$ cat src/rtl/piston_funnel_pkg.sv
// Constants and state encoding shared by both ends of the 2:1 narrow link
// (the funnel here and the defunnel at the far end).
package piston_funnel_pkg;

   localparam int unsigned W              = 128;
   localparam int unsigned NLANES         = 2;
   localparam int unsigned CFG_REDUCT_BIT = 0;

   typedef enum logic [1:0] {
      EMPTY = 2'd0,
      BEAT0 = 2'd1,
      BEAT1 = 2'd2
   } state_e;

endpackage

$ cat src/rtl/funnel_dat_2_1.sv
// 2:1 transmit funnel: holds one wide word and serializes it onto a single
// narrow lane as lane0 then (in reduct mode) lane1, with req/ack on both sides.
module funnel_dat_2_1
   import piston_funnel_pkg::*;
(
   input  logic                  clk,
   input  logic                  reset_n,
   input  logic [NLANES*W-1:0]   t_0_dat,
   input  logic                  t_0_req,
   output logic                  t_0_ack,
   input  logic [7:0]            t_cfg_dat,
   output logic [W-1:0]          i_0_dat,
   output logic                  i_0_req,
   input  logic                  i_0_ack,
   output logic                  i_0_last,
   output logic [7:0]            mode
);

   state_e                state_q, state_d;
   logic                  phase_q, phase_d;
   logic                  two_q, two_d;
   logic [NLANES*W-1:0]   hold_q, hold_d;
   logic [7:0]            mode_q, mode_d;
   logic                  accept;

   assign i_0_req  = (state_q != EMPTY);
   assign i_0_last = (state_q == BEAT1) | ((state_q == BEAT0) & ~two_q);
   assign i_0_dat  = phase_q ? hold_q[2*W-1:W] : hold_q[W-1:0];
   assign mode     = mode_q;

   // Ack in the same cycle the final beat leaves keeps words back-to-back.
   assign t_0_ack  = reset_n & ((state_q == EMPTY) | (i_0_last & i_0_ack));
   assign accept   = t_0_req & t_0_ack;

   always_comb begin
      state_d = state_q;
      phase_d = phase_q;
      two_d   = two_q;
      hold_d  = hold_q;
      mode_d  = mode_q;
      if (accept) begin
         hold_d  = t_0_dat;
         mode_d  = t_cfg_dat;
         two_d   = t_cfg_dat[CFG_REDUCT_BIT];
         phase_d = 1'b0;
         state_d = BEAT0;
      end else begin
         case (state_q)
            BEAT0: if (i_0_ack) begin
               if (two_q) begin
                  state_d = BEAT1;
                  phase_d = 1'b1;
               end else begin
                  state_d = EMPTY;
               end
            end
            BEAT1: if (i_0_ack) begin
               state_d = EMPTY;
               phase_d = 1'b0;
            end
            default: ;
         endcase
      end
   end

   always_ff @(posedge clk) begin
      if (!reset_n) begin
         state_q <= EMPTY;
         phase_q <= 1'b0;
         two_q   <= 1'b0;
         hold_q  <= '0;
         mode_q  <= '0;
      end else begin
         state_q <= state_d;
         phase_q <= phase_d;
         two_q   <= two_d;
         hold_q  <= hold_d;
         mode_q  <= mode_d;
      end
   end

endmodule

$ cat config.mk
export PLATFORM = sky130hd
export DESIGN_NAME = funnel_dat_2_1
export DESIGN_NICKNAME = d
export VERILOG_FILES = /design/src/rtl/piston_funnel_pkg.sv /design/src/rtl/funnel_dat_2_1.sv
export SDC_FILE = /design/constraint.sdc
export NUM_CORES = 1
export LEC_CHECK = 0
export CORE_MARGIN = 4
export CORE_UTILIZATION = 47
export CTS_CLUSTER_DIAMETER = 100
export DETAILED_ROUTE_END_ITERATION = 12
export GPL_TIMING_DRIVEN = 0
export PLACE_DENSITY = 0.81
export SLEW_MARGIN = 20
export SYNTH_ARGS = -nofsm -noshare
export SYNTH_HDL_FRONTEND = slang
export SYNTH_SLANG_ARGS = --single-unit
export TNS_END_PERCENT = 5
$ cat constraint.sdc
create_clock -name clk -period 1.75 [get_ports clk]
set_input_delay 0.35 -clock clk [delete_from_list [all_inputs] [get_ports clk]]
set_output_delay 0.35 -clock clk [all_outputs]
set_load 0.05 [all_outputs]
==> results of run 1 <==
power breakdown:
group | leakage (uW) | internal, uW | switching (uW)
Clock | 0.000505 | 4060 | 2520
Combinational | 0.00562 | 2110 | 2430
Sequential | 0.00221 | 6620 | 292
synthesized netlist by cell type:
cell       count  area (um2)
a211oi_2       1        12.5
a21oi_1        1        5.00
a2bb2oi_1      1        8.76
and2_1         1        6.26
buf_1          3        11.3
buf_12        22         440
buf_2         15        75.1
buf_4          3        22.5
buf_6          5        56.3
buf_8          1        15.0
clkbuf_1      55         206
dfxtp_1      267        5350
inv_1          1        3.75
inv_2          1        3.75
mux2_1       128        1440
mux2_2         1        11.3
mux2i_1      264        2640
nand2_1      531        1990
nand2b_1       2        12.5
nor2_1         2        7.51
nor2b_1        1        6.26
nor2b_4        1        13.8
nor3_1         1        5.00
o21a_1         1        7.51
o22a_1         1        8.76
o32ai_2        1        16.3
or2_1          1        6.26
state kept, by name (all words and copies together) (netlist names):
| name | flops |
|---|---|
| mode | 8 |
| state_q | 2 |
| phase_q | 1 |
| hold_q | 256 |
worst max-delay path, stage by stage, from the launching register on:
cell       delay [ns]
dfxtp_4          0.40
clkbuf_16        0.19
buf_12           0.16
mux2_2           0.36
buf_6            0.16
routing by layer:
metal / part of all wire / routed length (um) / global-route usage / vias to the layer above
met2: 0.49 / 19600 / 0.459 / 414
met4: 0.041 / 1640 / 0.0983 / 4
li1: - / - / - / 5192
met3: 0.087 / 3530 / 0.0783 / 109
met1: 0.39 / 15600 / 0.294 / 5186
met5: 0.00062 / 25 / 0 / -
final cells by class:
type | count | area, um2 | share of cell area
Antenna cell | 2 | 5.00 | 0.000271
Buffer | 104 | 1010 | 0.0548
Clock buffer | 43 | 881 | 0.0478
Clock inverter | 9 | 155 | 0.00841
Inverter | 2 | 7.51 | 0.000407
Multi-Input combinational cell | 939 | 6530 | 0.354
Sequential cell | 267 | 5350 | 0.290
Tap cell | 335 | 419 | 0.0227
Timing Repair Buffer | 407 | 4080 | 0.221
logic make-up after synthesis:
| family | after synthesis | share of synthesized area |
|---|---|---|
| buffers and inverters | 106 | 0.0674 |
| flip-flops | 267 | 0.432 |
| AND/OR/NAND/NOR | 540 | 0.166 |
| AO/OA/AOI/OAI | 6 | 0.00475 |
| multiplexers | 393 | 0.331 |
what timing repair did:
item | in CTS | in global routing
resized for setup | 996 | 51
gates cloned | 1 | 0
setup buffers | 0 | 1
endpoints found under the setup margin | 140 | 139
through the flow:
| step | util | TNS, ns | hold slack (ns) | cells | cell area [um2] |
|---|---|---|---|---|---|
| after floorplan | - | 0 | 0.431 | 1312 | 12400 |
| after global placement | 0.649 | -192.34 | 0.437 | 2052 | 16900 |
| after detailed placement | 0.649 | -205.59 | 0.442 | 2052 | 16900 |
| after CTS | 0.705 | -55.54 | 0.335 | 2105 | 18300 |
| after global routing | 0.709 | -53.36 | 0.340 | 2106 | 18400 |
| final | 0.710 | -46.76 | 0.356 | 2108 | 18400 |
final timing paths:
check | slack [ns] | from | to
worst max-delay path | -0.43 | phase_q | i_0_dat[59]
worst min-delay path | 0.36 | t_0_dat[10] | hold_q[10]
worst max register to register | 0.18 | state_q[1] | hold_q[191]
worst min register to register | 0.45 | hold_q[153] | hold_q[153]
==> impl_metrics.ini, run 1 <==
[logic_synthesis]
seq_area_frac_synth = 0.432
synth_cells = 1312
syn_nets = 1580
yosys_warnings = 0
synth.ff_latch_count = 267
avgSynthCellArea_um2 = 9.44
synth_area_um2 = 12400
synth_cell_types = 27

[global_route]
grt_first_pass_wirelength_um = 60100
grt_pass1_vias = 11300
antenna_found_initial = 3
grt_max_degree = 15
grt_overflow_total = 0
track_usage = 0.259

[route]
num_vias = 10900
first_pass_iters = 5
wl_um = 40400
drc = 0
viasPerCell = 5.17
wl_per_cell_um = 19.2
drtAntennaViolNets = 0
drtIter0Drc = 530

[cells_and_area]
syn_to_final_growth_pct = 48.9
fillCellCount = 1913
final_common_cell = nand2_1
final_cell_mix = nand2_1, clkdlybuf4s50_1, mux2i_1, dfxtp_1, buf_6
final_nets = 2019
drive_gt1_frac = 0.191

[timing]
tightestPinTransition_ns = 0.594
fin_crit_sh = 1.24
rsz0062_at_grt = true
max_slew_margin = 0.603
min_period_ns = 2.18
final_critical_path_setup_slack_ns = -0.425
setup_viol = 130
drv_slew = 0
max_clock_freq_mhz = 460
hold_viol = 0
fin_skew_ns = 0.00877

[clocking]
htree_num_levels = 1
clk_pin_slew_worst_paths_ns = 0.06
holdBufCountCts = 0
clk_path_buf_depth = 3
clock_sinks = 267
cts_root_buffer = clkbuf_16
insertion_delay_ns = 0.55
numCtsBuffers = 30
cts_tree = built

[critical_path]
critPathRequiredTime_ns = 1.40
arrival_ns = 1.83
r2r_cells = 6
critPathKind = reg -> out
endpoint_kind = output port
worst-path-max-fanout = 10
start_kind = register

[die]
coreArea_um2 = 26000
die_y_um = 170
ios = 407
rows = 59
fp.dieW_um = 170
initial_core_util = 0.477
die-area_um2 = 29000

[place]
post-dp-hpwl_um = 29500
portBuffers = 405
routabilityCongestion = 0.876
pre_cts_ws_ns = -1.19

[power]
max-vdd-ir-drop_v = 0.000726
p_leak_uw = 0.00833
p_total_uw = 18000
p_per_area_nw_per_um2 = 978

[worst_hold_path]
hold_path_class = in -> reg
hold_depth = 3

[outcome]
violations = setup timing
outcome = finished, violations left

[run]
drv_cap = 0
No activity file was read; power rests on OpenSTA's default activity.
==> run 2: changes to the inputs <==
--- a/config.mk
+++ b/config.mk
@@ -5,6 +5,7 @@
 export SDC_FILE = /design/constraint.sdc
 export NUM_CORES = 1
 export LEC_CHECK = 0
+export CAP_MARGIN = 20
 export CORE_MARGIN = 4
 export CORE_UTILIZATION = 47
 export CTS_CLUSTER_DIAMETER = 100
==> results of run 2 <==
Same layout as run 1: the final DEF is identical, and so are final timing and power.
==> run 3: changes to the inputs <==
--- a/config.mk
+++ b/config.mk
@@ -6,12 +6,14 @@
 export NUM_CORES = 1
 export LEC_CHECK = 0
 export CAP_MARGIN = 20
+export CELL_PAD_IN_SITES_DETAIL_PLACEMENT = 2
+export CELL_PAD_IN_SITES_GLOBAL_PLACEMENT = 2
 export CORE_MARGIN = 4
-export CORE_UTILIZATION = 47
+export CORE_UTILIZATION = 27
 export CTS_CLUSTER_DIAMETER = 100
 export DETAILED_ROUTE_END_ITERATION = 12
 export GPL_TIMING_DRIVEN = 0
-export PLACE_DENSITY = 0.81
+export PLACE_DENSITY = 0.79
 export SLEW_MARGIN = 20
 export SYNTH_ARGS = -nofsm -noshare
 export SYNTH_HDL_FRONTEND = slang
==> run 3 against run 2 <==
Compared with the run above:
- the flow still finishes with violations (setup timing)
- non-clock buffer count unchanged
- via count is 0.62% higher
- worst setup slack worse by 0.021 ns
- register-to-register slack worse by 0.04 ns
- sequential share of layout area decreased by 0.59 points
- utilization decreased by 29 points
- sequential cell count did not move
- power rose by 5.8%
- clock power increased by 15%
- global-route usage down 6.2 points
- wire length rose by 25%
- design area up 2.1%
- largest power group is now the clock network
==> impl_metrics.ini, run 3 (same netlist as run 1, synthesis figures left out) <==
[outcome]
outcome = finished, violations left
violations = setup timing

[global_route]
grt_pass1_vias = 12600
antenna_found_initial = 15
grt_max_degree = 13
grt_first_pass_wirelength_um = 76800
track_usage = 0.197
grt_overflow_total = 0

[cells_and_area]
final_cell_mix = nand2_1, clkdlybuf4s50_1, mux2i_1
syn_to_final_growth_pct = 52.0
post-route-util = 0.415
final_nets = 2023
fin_cells = 2388
drive_gt1_frac = 0.194
fin_area_um2 = 18800
final_common_cell = nand2_1
top_register = hold_q
largest_reg_flops = 256

[worst_hold_path]
hold_path_class = in -> reg

[run]
drv_cap = 0

[power]
seqPwrFrac = 0.363
p_leak_uw = 0.00827
p_int_uw = 13400
p_per_area_nw_per_um2 = 1010
power_frac_comb = 0.241
netSwitchingFraction = 0.296
p_total_uw = 19100
pwr-share-clk = 0.396
max-vdd-ir-drop_v = 0.000547
p_sw_uw = 5650

[timing]
final_critical_path_setup_slack_ns = -0.446
max_clock_freq_mhz = 455
rsz0062_at_grt = true
min_period_ns = 2.20
tightestPinTransition_ns = 0.623
fin_crit_sh = 1.25
fin_skew_ns = 0.00683
drv_slew = 0
hold_viol = 0
setup_viol = 130
max_slew_margin = 0.585

[place]
routabilityCongestion = 0.811
post-dp-hpwl_um = 37100
pre_cts_ws_ns = -1.31
portBuffers = 405
placed_cells = 2317
place_area_um2 = 17200

[clocking]
cts_tree = built
clk_pin_slew_worst_paths_ns = 0.06
clk_path_buf_depth = 3
insertion_delay_ns = 0.52
numCtsBuffers = 34
cts_root_buffer = clkbuf_16
htree_num_levels = 2
clock_sinks = 267

[route]
first_pass_iters = 4
drc = 0
wl_um = 50600
num_vias = 11000
viasPerCell = 4.60
drtIter0Drc = 304
wl_per_cell_um = 21.2
drtAntennaViolNets = 0

[die]
fp.dieW_um = 222
initial_core_util = 0.273
ios = 407
die_y_um = 222
rows = 78
coreArea_um2 = 45400
die-area_um2 = 49400

[critical_path]
endpoint_kind = output port
critPathRequiredTime_ns = 1.40
worst-path-max-fanout = 10
arrival_ns = 1.85
r2r_setup_slack_ns = 0.14
start_kind = register
critPathKind = reg -> out
[run 3: final timing paths]
| check | cells after the start | end | start |
|---|---|---|---|
| worst max-delay path | 4 | i_0_dat[37] | phase_q |
| worst min-delay path | 3 | hold_q[200] | t_0_dat[200] |
| worst max register to register | 6 | hold_q[49] | state_q[1] |
| worst min register to register | 2 | hold_q[208] | hold_q[208] |
[run 3: critical path: stages (launching register included)]
cell,delay [ns]
dfxtp_4,0.42
clkbuf_16,0.20
buf_12,0.14
mux2_2,0.38
buf_6,0.16
[run 3: layout make-up]
class	instances	area (um2)
tap	600	751
timing repair buffer	407	4080
multi-input combinational	939	6390
clock inverter	11	158
antenna	8	20.0
clock buffer	50	1040
inverter	2	7.51
fill	4859	26600
buffer	104	1020
sequential	267	5350
[run 3: per-stage QoR]
stage	TNS (ns)	hold WS, ns
after floorplan	0	0.431
after global placement	-239.30	0.437
after detailed placement	-249.34	0.449
after CTS	-68.38	0.341
after global routing	-58.33	0.368
final	-48.22	0.380
[run 3: power groups by stage]
stage	registers, uW	logic, uW	clock network, uW
after floorplan	6980	2700	0
after global placement	6990	4410	0
after detailed placement	7040	4470	0
after CTS	6910	4430	7790
after global routing	6980	4880	8020
final	6920	4600	7540
[run 3: what timing repair did]
item,4_1_cts,5_1_grt
hold buffers,0,0
setup endpoints to repair,140,131
cloned,0,1
setup buffers,0,1
gates resized for setup,730,299
[run 3: metal layers]
| metal | share of wire | global-route usage |
|---|---|---|
| met1 | 0.41 | 0.230 |
| met2 | 0.50 | 0.351 |
| met3 | 0.064 | 0.0597 |
| met4 | 0.022 | 0.0560 |
| met5 | 0.0014 | 0 |
